===== src/rtl/mc_ctrl_fsm.sv =====
// Multi-cycle RV64 control unit: Moore FSM with registered outputs sequencing fetch/exec/mem/write-back.
// Define MC_CTRL_PERF_CNT_EN to add cycle and retired-instruction counters.
module mc_ctrl_fsm #(
    parameter int          INST_W      = 32,
    parameter logic [6:0]  HALT_OPC    = 7'h7F,
    parameter int          MEM_TIMEOUT = 16,
    parameter int          CNT_W       = 32
) (
    input  logic              i_clk,
    input  logic              i_rst_n,
    input  logic [INST_W-1:0] i_inst,
    input  logic              i_inst_valid,
    input  logic              i_mem_valid,
    output logic              o_inst_req,
    output logic              o_mem_rd,
    output logic              o_mem_wr,
    output logic              o_alusrc,
    output logic [1:0]        o_aluop,
    output logic [1:0]        o_wb_sel,
    output logic              o_branch,
    output logic              o_jump,
    output logic              o_reg_we,
    output logic              o_pc_we,
    output logic              o_finish,
`ifdef MC_CTRL_PERF_CNT_EN
    output logic [CNT_W-1:0]  o_cyc_cnt,
    output logic [CNT_W-1:0]  o_inst_cnt,
`endif
    output logic              o_err
);

    localparam logic [6:0] OPC_R      = 7'h33;
    localparam logic [6:0] OPC_I      = 7'h13;
    localparam logic [6:0] OPC_LD     = 7'h03;
    localparam logic [6:0] OPC_SD     = 7'h23;
    localparam logic [6:0] OPC_BRANCH = 7'h63;
    localparam logic [6:0] OPC_JAL    = 7'h6F;
    localparam logic [6:0] OPC_JALR   = 7'h67;
    localparam logic [6:0] OPC_LUI    = 7'h37;

    localparam int              TO_W    = (MEM_TIMEOUT > 1) ? $clog2(MEM_TIMEOUT) : 1;
    localparam logic [TO_W-1:0] TO_LAST = TO_W'((MEM_TIMEOUT > 0) ? MEM_TIMEOUT - 1 : 0);

    typedef enum logic [2:0] {
        S_FETCH, S_IWAIT, S_EXEC, S_MEM, S_MWAIT, S_WB, S_PCUPD, S_HALT
    } state_t;

    state_t          state_q, state_d;
    logic [6:0]      opc_q, opc_d;
    logic [TO_W-1:0] to_cnt_q, to_cnt_d;
    logic            supported;
    logic            in_instr;

    logic            inst_req_d, mem_rd_d, mem_wr_d, alusrc_d, branch_d, jump_d;
    logic [1:0]      aluop_d, wb_sel_d;
    logic            reg_we_d, pc_we_d, finish_d, err_d;

    logic unused_inst_bits;
    assign unused_inst_bits = ^i_inst[INST_W-1:7];

    always_comb begin
        unique case (i_inst[6:0])
            OPC_R, OPC_I, OPC_LD, OPC_SD, OPC_BRANCH,
            OPC_JAL, OPC_JALR, OPC_LUI: supported = 1'b1;
            default:                    supported = 1'b0;
        endcase
    end

    always_comb begin
        state_d  = state_q;
        opc_d    = opc_q;
        to_cnt_d = '0;
        err_d    = o_err;
        unique case (state_q)
            // Out of reset the request register is still low; stay one cycle to issue it.
            S_FETCH: if (o_inst_req) state_d = S_IWAIT;
            S_IWAIT: begin
                if (i_inst_valid) begin
                    opc_d = i_inst[6:0];
                    if (i_inst[6:0] == HALT_OPC) begin
                        state_d = S_HALT;
                    end else if (!supported) begin
                        state_d = S_HALT;
                        err_d   = 1'b1;
                    end else begin
                        state_d = S_EXEC;
                    end
                end
            end
            S_EXEC: begin
                if (opc_q == OPC_LD || opc_q == OPC_SD) state_d = S_MEM;
                else if (opc_q == OPC_BRANCH)          state_d = S_PCUPD;
                else                                   state_d = S_WB;
            end
            S_MEM:   state_d = S_MWAIT;
            S_MWAIT: begin
                if (i_mem_valid) begin
                    state_d = (opc_q == OPC_LD) ? S_WB : S_PCUPD;
                end else if (MEM_TIMEOUT != 0 && to_cnt_q == TO_LAST) begin
                    state_d = S_HALT;
                    err_d   = 1'b1;
                end else if (MEM_TIMEOUT != 0) begin
                    to_cnt_d = to_cnt_q + TO_W'(1);
                end
            end
            S_WB, S_PCUPD: state_d = S_FETCH;
            S_HALT:        state_d = S_HALT;
            default:       state_d = S_FETCH;
        endcase
    end

    // Outputs are decoded from the next state so each register lines up with its state.
    always_comb begin
        inst_req_d = (state_d == S_FETCH);
        mem_rd_d   = (state_d == S_MEM) && (opc_d == OPC_LD);
        mem_wr_d   = (state_d == S_MEM) && (opc_d == OPC_SD);
        reg_we_d   = (state_d == S_WB);
        pc_we_d    = (state_d == S_WB) || (state_d == S_PCUPD);
        finish_d   = (state_d == S_HALT);
        in_instr   = (state_d == S_EXEC) || (state_d == S_MEM) || (state_d == S_MWAIT) ||
                     (state_d == S_WB) || (state_d == S_PCUPD);
        alusrc_d   = 1'b0;
        aluop_d    = 2'b00;
        wb_sel_d   = 2'b00;
        branch_d   = 1'b0;
        jump_d     = 1'b0;
        if (in_instr) begin
            unique case (opc_d)
                OPC_R:      aluop_d = 2'b10;
                OPC_I:      begin alusrc_d = 1'b1; aluop_d = 2'b11; end
                OPC_LD:     begin alusrc_d = 1'b1; wb_sel_d = 2'b01; end
                OPC_SD:     alusrc_d = 1'b1;
                OPC_BRANCH: begin aluop_d = 2'b01; branch_d = 1'b1; end
                OPC_JAL:    begin jump_d = 1'b1; wb_sel_d = 2'b10; end
                OPC_JALR:   begin jump_d = 1'b1; wb_sel_d = 2'b10; alusrc_d = 1'b1; end
                OPC_LUI:    wb_sel_d = 2'b11;
                default:    ;
            endcase
        end
    end

    always_ff @(posedge i_clk) begin
        if (!i_rst_n) begin
            state_q    <= S_FETCH;
            opc_q      <= '0;
            to_cnt_q   <= '0;
            o_inst_req <= 1'b0;
            o_mem_rd   <= 1'b0;
            o_mem_wr   <= 1'b0;
            o_alusrc   <= 1'b0;
            o_aluop    <= 2'b00;
            o_wb_sel   <= 2'b00;
            o_branch   <= 1'b0;
            o_jump     <= 1'b0;
            o_reg_we   <= 1'b0;
            o_pc_we    <= 1'b0;
            o_finish   <= 1'b0;
            o_err      <= 1'b0;
        end else begin
            state_q    <= state_d;
            opc_q      <= opc_d;
            to_cnt_q   <= to_cnt_d;
            o_inst_req <= inst_req_d;
            o_mem_rd   <= mem_rd_d;
            o_mem_wr   <= mem_wr_d;
            o_alusrc   <= alusrc_d;
            o_aluop    <= aluop_d;
            o_wb_sel   <= wb_sel_d;
            o_branch   <= branch_d;
            o_jump     <= jump_d;
            o_reg_we   <= reg_we_d;
            o_pc_we    <= pc_we_d;
            o_finish   <= finish_d;
            o_err      <= err_d;
        end
    end

`ifdef MC_CTRL_PERF_CNT_EN
    // Retired count tracks the PC-update register as it is loaded, so it matches o_pc_we's cycle.
    always_ff @(posedge i_clk) begin
        if (!i_rst_n) begin
            o_cyc_cnt  <= '0;
            o_inst_cnt <= '0;
        end else begin
            if (state_q != S_HALT) o_cyc_cnt  <= o_cyc_cnt + CNT_W'(1);
            if (pc_we_d)           o_inst_cnt <= o_inst_cnt + CNT_W'(1);
        end
    end
`endif

endmodule


===== config.mk =====
export PLATFORM = sky130hd
export DESIGN_NAME = mc_ctrl_fsm
export DESIGN_NICKNAME = d
export VERILOG_FILES = /design/src/rtl/mc_ctrl_fsm.sv
export SDC_FILE = /design/constraint.sdc
export NUM_CORES = 1
export LEC_CHECK = 0
export CORE_UTILIZATION = 34
export CTS_BUF_LIST = sky130_fd_sc_hd__clkbuf_8
export DETAILED_ROUTE_END_ITERATION = 12
export DONT_BUFFER_PORTS = 1
export GPL_TIMING_DRIVEN = 1
export SYNTH_ARGS = -nofsm -noshare
export SYNTH_HDL_FRONTEND = slang
export SYNTH_SLANG_ARGS = --single-unit

===== constraint.sdc =====
create_clock -name i_clk -period 1.6 [get_ports i_clk]
set_input_delay 0.32 -clock i_clk [delete_from_list [all_inputs] [get_ports i_clk]]
set_output_delay 0.32 -clock i_clk [all_outputs]
set_load 0.1 [all_outputs]

-- Word level (Yosys, flattened, before mapping)
Cells that the tools add are included.
- register bits: 28
- bits of input ports: 36
- output and inout bits: 14
- word-level logic and storage cells: 99
- add/sub/neg operators: 1
- equal/unequal tests: 39
- muxes and demuxes: 24
- bitwise logic cells: 2
- reductions and logical operators: 18
- operators by type and width (kind ; count):
    7-bit == test (second input constant) ; 8
    7-bit by 6-bit == test with 1-bit output (second input constant) ; 7
    3-bit == test (second input constant) ; 8
    7-bit by 2-bit == test with 1-bit output (second input constant) ; 3
    3-bit 2-to-1 mux ; 7
    3-bit case mux with 7 select lines ; 1
    7-bit by 5-bit == test with 1-bit output (second input constant) ; 2
    7-bit 2-to-1 mux ; 2
    3-bit by 2-bit == test with 1-bit output (second input constant) ; 4
    2-bit case mux with 3 select lines ; 2
    2-bit != test (second input constant) ; 5
    1-bit 2-to-1 mux ; 9
    4-bit OR reduction ; 2
    8-bit OR reduction ; 1
    3-bit zero test ; 2
    1-bit logical OR ; 6
    6-bit AND reduction ; 1
    4-bit by 1-bit adder with 4-bit output (second input constant) ; 1
    4-bit == test (second input constant) ; 1
    2-bit 2-to-1 mux ; 2
    2-bit OR reduction ; 2
    3-bit by 1-bit == test with 1-bit output (second input constant) ; 1
    1-bit logical AND ; 2
    1-bit inverter ; 2
    other kinds (3) ; 3

-- Longest topological paths before layout
- word-level depth: 13
- depth in mapped cells: 8
- depth with buffers taken out: 7

-- Worst setup path after synthesis
OpenSTA, ideal clock, no wires.
- path type: reg-to-reg
- start point: register o_inst_req
- end point: register o_wb_sel[0]
- setup time: 0.140 ns
- arrival time: 1.739 ns
- data required time: 1.460 ns
- path slack: -0.280 ns
- cell stages (with the launch flop): 4
- buffers on the path: 0
- period minus slack after synthesis: 1.880 ns
- cell sequence: dfxtp_1 > nor2_1 > o41ai_4 > nor4_1
- word-level cells in the longest chain between the ends: 8
- elaborated cells on any way between the ends: 12
- classes of those cells: eq/ne (5); mux (2); reduce/logical (5)
- RTL lines (item ; RTL line ; source):
    start: declaration ; 14 ; output logic o_inst_req,
    start signal: assignment ; 163 ; o_inst_req <= inst_req_d;
    3-bit 2-to-1 mux * ; 76 ; S_FETCH: if (o_inst_req) state_d = S_IWAIT;
    3-bit case mux with 7 select lines * ; 74 ; unique case (state_q)
    3-bit by 2-bit == test with 1-bit output ; 120 ; in_instr = (state_d == S_EXEC) || (state_d == S_MEM) || (state_d == S_MWAIT) ||
    1-bit logical OR (3 in series) ; 120 ;
    1-bit logical OR * ; 121 ; (state_d == S_WB) || (state_d == S_PCUPD);
    2-bit AND reduction (no source line) * ; - ;
    end signal: assignment ; 168 ; o_wb_sel <= wb_sel_d;
    end: declaration ; 19 ; output logic [1:0] o_wb_sel,
Every way passes the cells marked *; elsewhere a longest branch is shown, timed or not.
A chain may end at the register's enable or synchronous reset.

-- Worst setup path in the final report
- start point: register opc_q[3]
- end point: register o_wb_sel[0]
- word-level cells in the longest chain between the ends: 10
- elaborated cells on any way between the ends: 27
- classes of those cells: eq/ne (12); mux (8); reduce/logical (7)
- RTL lines (item ; RTL line ; source):
    start: declaration ; 49 ; logic [6:0] opc_q, opc_d;
    start signal: assignment ; 161 ; opc_q <= opc_d;
    7-bit by 2-bit == test with 1-bit output (tied with other cells) ; 91, 98 ;
    2-bit 2-to-1 mux (tied with other cells) ; 98 ; state_d = (opc_q == OPC_LD) ? S_WB : S_PCUPD;
    3-bit 2-to-1 mux (on tied branches) ; 97, 91 ;
    3-bit case mux with 7 select lines ; 74 ;
    3-bit by 2-bit == test with 1-bit output ; 120 ;
    1-bit logical OR (3 in series) ; 120 ;
    1-bit logical OR ; 121 ;
    2-bit AND reduction (no source line) ; - ;
Parallel ways exist; a longest one is shown, timed or not.

==> impl_metrics.toml <==
[placement]
detailedPlacementHpwl_um = 2625
place_inst = 266
port-buffer-count = 0
gpl.final_weighted_congestion = 0.8421

[outcome]
failed_checks = "setup timing"
run_status = "complete, but fails checks"

[cts]
clk_pin_slew_worst_paths_ns = 0.10
clock_insertion_delay_worst_skew_ns = 0.28
clock_tree.htree_level_count = 1
cts_tree = "built"
clockRootBuffer = "sky130_fd_sc_hd__clkbuf_8"
clk_path_buf_depth = 2
cts.sinks = 28
cts_inserted_buffers = 3
count_of_hold_buffers_inserted_by_post_cts_repair = 0

[cells_and_area]
most-common-layout-cells = "46 x sky130_fd_sc_hd__buf_4, 17 x sky130_fd_sc_hd__nor2_1, 17 x sky130_fd_sc_hd__a21oi_1, 17 x sky130_fd_sc_hd__nand2_1, 17 x sky130_fd_sc_hd__dfxtp_1"
antenna_cells = 0
layout_cell_share_with_drive_strength_beyond_1_pct = 41.70
num-nets-final = 261
instances_no_fill = 273
final_common_cell = "sky130_fd_sc_hd__buf_4"
layout-area-overhead-vs-synth_pct = 40.32

[floorplanning]
core-area_sq_um = 4115
die_w_um = 68.40
rows = 23
floorplan_die_height_um = 68.40
die_area_sq_um = 4678
floorplan.initialDensity_pct = 36.42
pin_count = 50

[synth]
synth.mux.area_fraction_pct = 1.336
synth-simple-area-share_pct = 30.05
synth_area_leaders = "sky130_fd_sc_hd__dfxtp_1 37%, sky130_fd_sc_hd__a21oi_1 5.7%, sky130_fd_sc_hd__nor2_1 4.8%"
synthFlopType = "sky130_fd_sc_hd__dfxtp_1"
syn_area_per_cell_sq_um = 8.146
syn-instance-count = 184
synth_enable_flop_cells = 0
ffs_latches_synth = 28
ys_seq_area_share_pct = 37.40
async_flop_share_pct = 0
yosysUniqueCellTypes = 48
synthXorXnorAreaFrac_pct = 2.337
netlist.area_leader.share_pct = 37.40
synth.cell_area_sq_um = 1499
synthDominantAreaCellType = "sky130_fd_sc_hd__dfxtp_1"
yosys_warnings = 0
synth_nets = 221
compound_gate_portion_of_the_synthesized_area_pct = 21.04
post_synth_adder_cell_area_pct = 0.8347
synth_top_family_by_area = "simple AND/OR/NAND/NOR gates"

[power]
power-per-cell-area_nw_per_um2 = 1586
irDropWorstVdd_mv = 0.8605
power.static_leakage_nw = 0.8096

[detailed_routing]
average_routed_wire_per_standard_cell_um = 13.46
viasPerCell = 5.190
total_length_of_routed_wires_um = 3674
first_pass_iters = 4
ant_nets = 0
routed-via-count = 1417
final_routed_drc_violation_total = 0
dr.first_iter.drc_count = 58

[sta]
finalClockSkew_ns = 0.007742
whs_ns = 0.1573
slew_headroom_pct = 76.77
timing_max_transition_violations_final = 0
layout_setup_ws_ns = -0.1806
worst-slew-pin-transition_ns = 0.3485
grt_setup_unrepaired = "true"
fin_setup_tns_ns = -1.384
layout_worst_path_cycle_share_pct = 111.3
finalHoldViolCount = 0
finalSetupViolations = 11
achievable-frequency_ghz = 0.5616
post-route-min-period_ns = 1.781

[worst_setup_path]
end_kind = "flop"
worst_setup_path_start_kind = "flop"
crit_required_ns = 1.76
arrival_ns = 1.94
path_class = "flop to flop"
critical_path_peak_fanout = 7

[run]
total_of_max_cap_violations = 0

[global_routing]
first_global_vias = 1305
grt_use_total_pct = 17.45
use_met1_pct = 22.36
grt.met2_usage_pct = 27.94
gr-usage-met3_pct = 4.833
maximum_number_of_pins_on_one_net_before_global_route_repair = 17
antenna_found_initial = 0
busiest_layer = "met2"
grt-ovfl-total = 0
grt_pass1_wl_um = 5996

[worst_hold_path]
worstHoldPathType = "input pin to flop"
-- through the flow --
stage | area [sq um] | power (mW) | setup WS [ns] | utilization, %
finish | 2103 | 3.337 | -0.1806 | 51.11
global placement | 1838 | 2.446 | -0.1729 | 44.66
global route | 2103 | 3.539 | -0.2404 | 51.11
floorplan | 1526 | 2.064 | -0.1507 | -
detailed placement | 1838 | 2.459 | -0.2641 | 44.66
CTS | 2018 | 3.171 | -0.1570 | 49.04
-- per-layer routing --
layer	wire (um)	up-vias
met1	1679	646
met4	37	0
met5	0	-
met2	1777	33
met3	180	4
li1	-	734
-- worst max-delay path, cell delays in order, from the launching register on --
cell and delay [ns]:
sky130_fd_sc_hd__dfxtp_2 0.33, sky130_fd_sc_hd__and3b_2 0.25, sky130_fd_sc_hd__and4b_1 0.25, sky130_fd_sc_hd__o21ai_2 0.08
sky130_fd_sc_hd__and3_4 0.16, sky130_fd_sc_hd__o41ai_4 0.35, sky130_fd_sc_hd__buf_6 0.18, sky130_fd_sc_hd__nor4_1 0.06
-- sequential cells by signal (all words and copies together) (netlist names), 2 cells and up --
| name | flops |
|---|---|
| o_aluop | 2 |
| o_wb_sel | 2 |
| opc_q | 7 |
| state_q | 3 |
| to_cnt_q | 4 |
-- layout make-up --
cell class	instances	area [sq um]
Clock buffer	3	41.29
Clock inverter	1	30.03
Fill cell	409	2012
Inverter	7	26.28
Multi-Input combinational cell	135	984.7
Sequential cell	28	579.3
Tap cell	50	62.56
Timing Repair Buffer	49	379.1
-- cell usage after synthesis, types with 2 or more instances --
library cell,count
sky130_fd_sc_hd__and3_1,2
sky130_fd_sc_hd__nor2_1,19
sky130_fd_sc_hd__buf_2,6
sky130_fd_sc_hd__nor3_1,12
sky130_fd_sc_hd__nand3b_1,2
sky130_fd_sc_hd__a21oi_1,17
sky130_fd_sc_hd__nand3_1,6
sky130_fd_sc_hd__nor3b_1,2
sky130_fd_sc_hd__clkbuf_1,4
sky130_fd_sc_hd__a211oi_1,5
sky130_fd_sc_hd__buf_4,3
sky130_fd_sc_hd__nand2_1,18
sky130_fd_sc_hd__xnor2_1,3
sky130_fd_sc_hd__nor2b_1,4
sky130_fd_sc_hd__a31oi_1,3
sky130_fd_sc_hd__or3_1,3
sky130_fd_sc_hd__mux2i_1,2
sky130_fd_sc_hd__o21ai_0,6
sky130_fd_sc_hd__nor4_1,3
sky130_fd_sc_hd__inv_1,6
sky130_fd_sc_hd__nand2b_1,3
sky130_fd_sc_hd__dfxtp_1,28
sky130_fd_sc_hd__nor4b_1,2
-- timing repair --
action	4_1_cts	5_1_grt
endpoints found under the hold margin	0	0
pin swaps	9	0
gates resized for setup	21	20
buffers inserted	3	0
setup endpoints to repair	13	14
-- power by group --
| group | switching [mW] | internal, mW |
|---|---|---|
| Combinational | 1.05 | 0.794 |
| Clock | 0.220 | 0.335 |
| Sequential | 0.120 | 0.816 |
-- kinds of logic after synthesis --
family | Yosys count
compound gates | 44
xor+xnor | 4
fa+ha+maj | 1
buf+inv | 21
flops | 28
mux | 2
simple gates | 84
-- worst paths after layout --
kind              depth (start not counted)  startpoint  slack (ns)           to
setup / recovery                          7    opc_q[3]       -0.18  o_wb_sel[0]
hold / removal                            2   i_inst[1]        0.16     opc_q[1]
setup reg to reg                          7    opc_q[3]       -0.18  o_wb_sel[0]
hold reg to reg                           2    opc_q[3]        0.47     opc_q[3]
(Power assumes the default switching activity.)
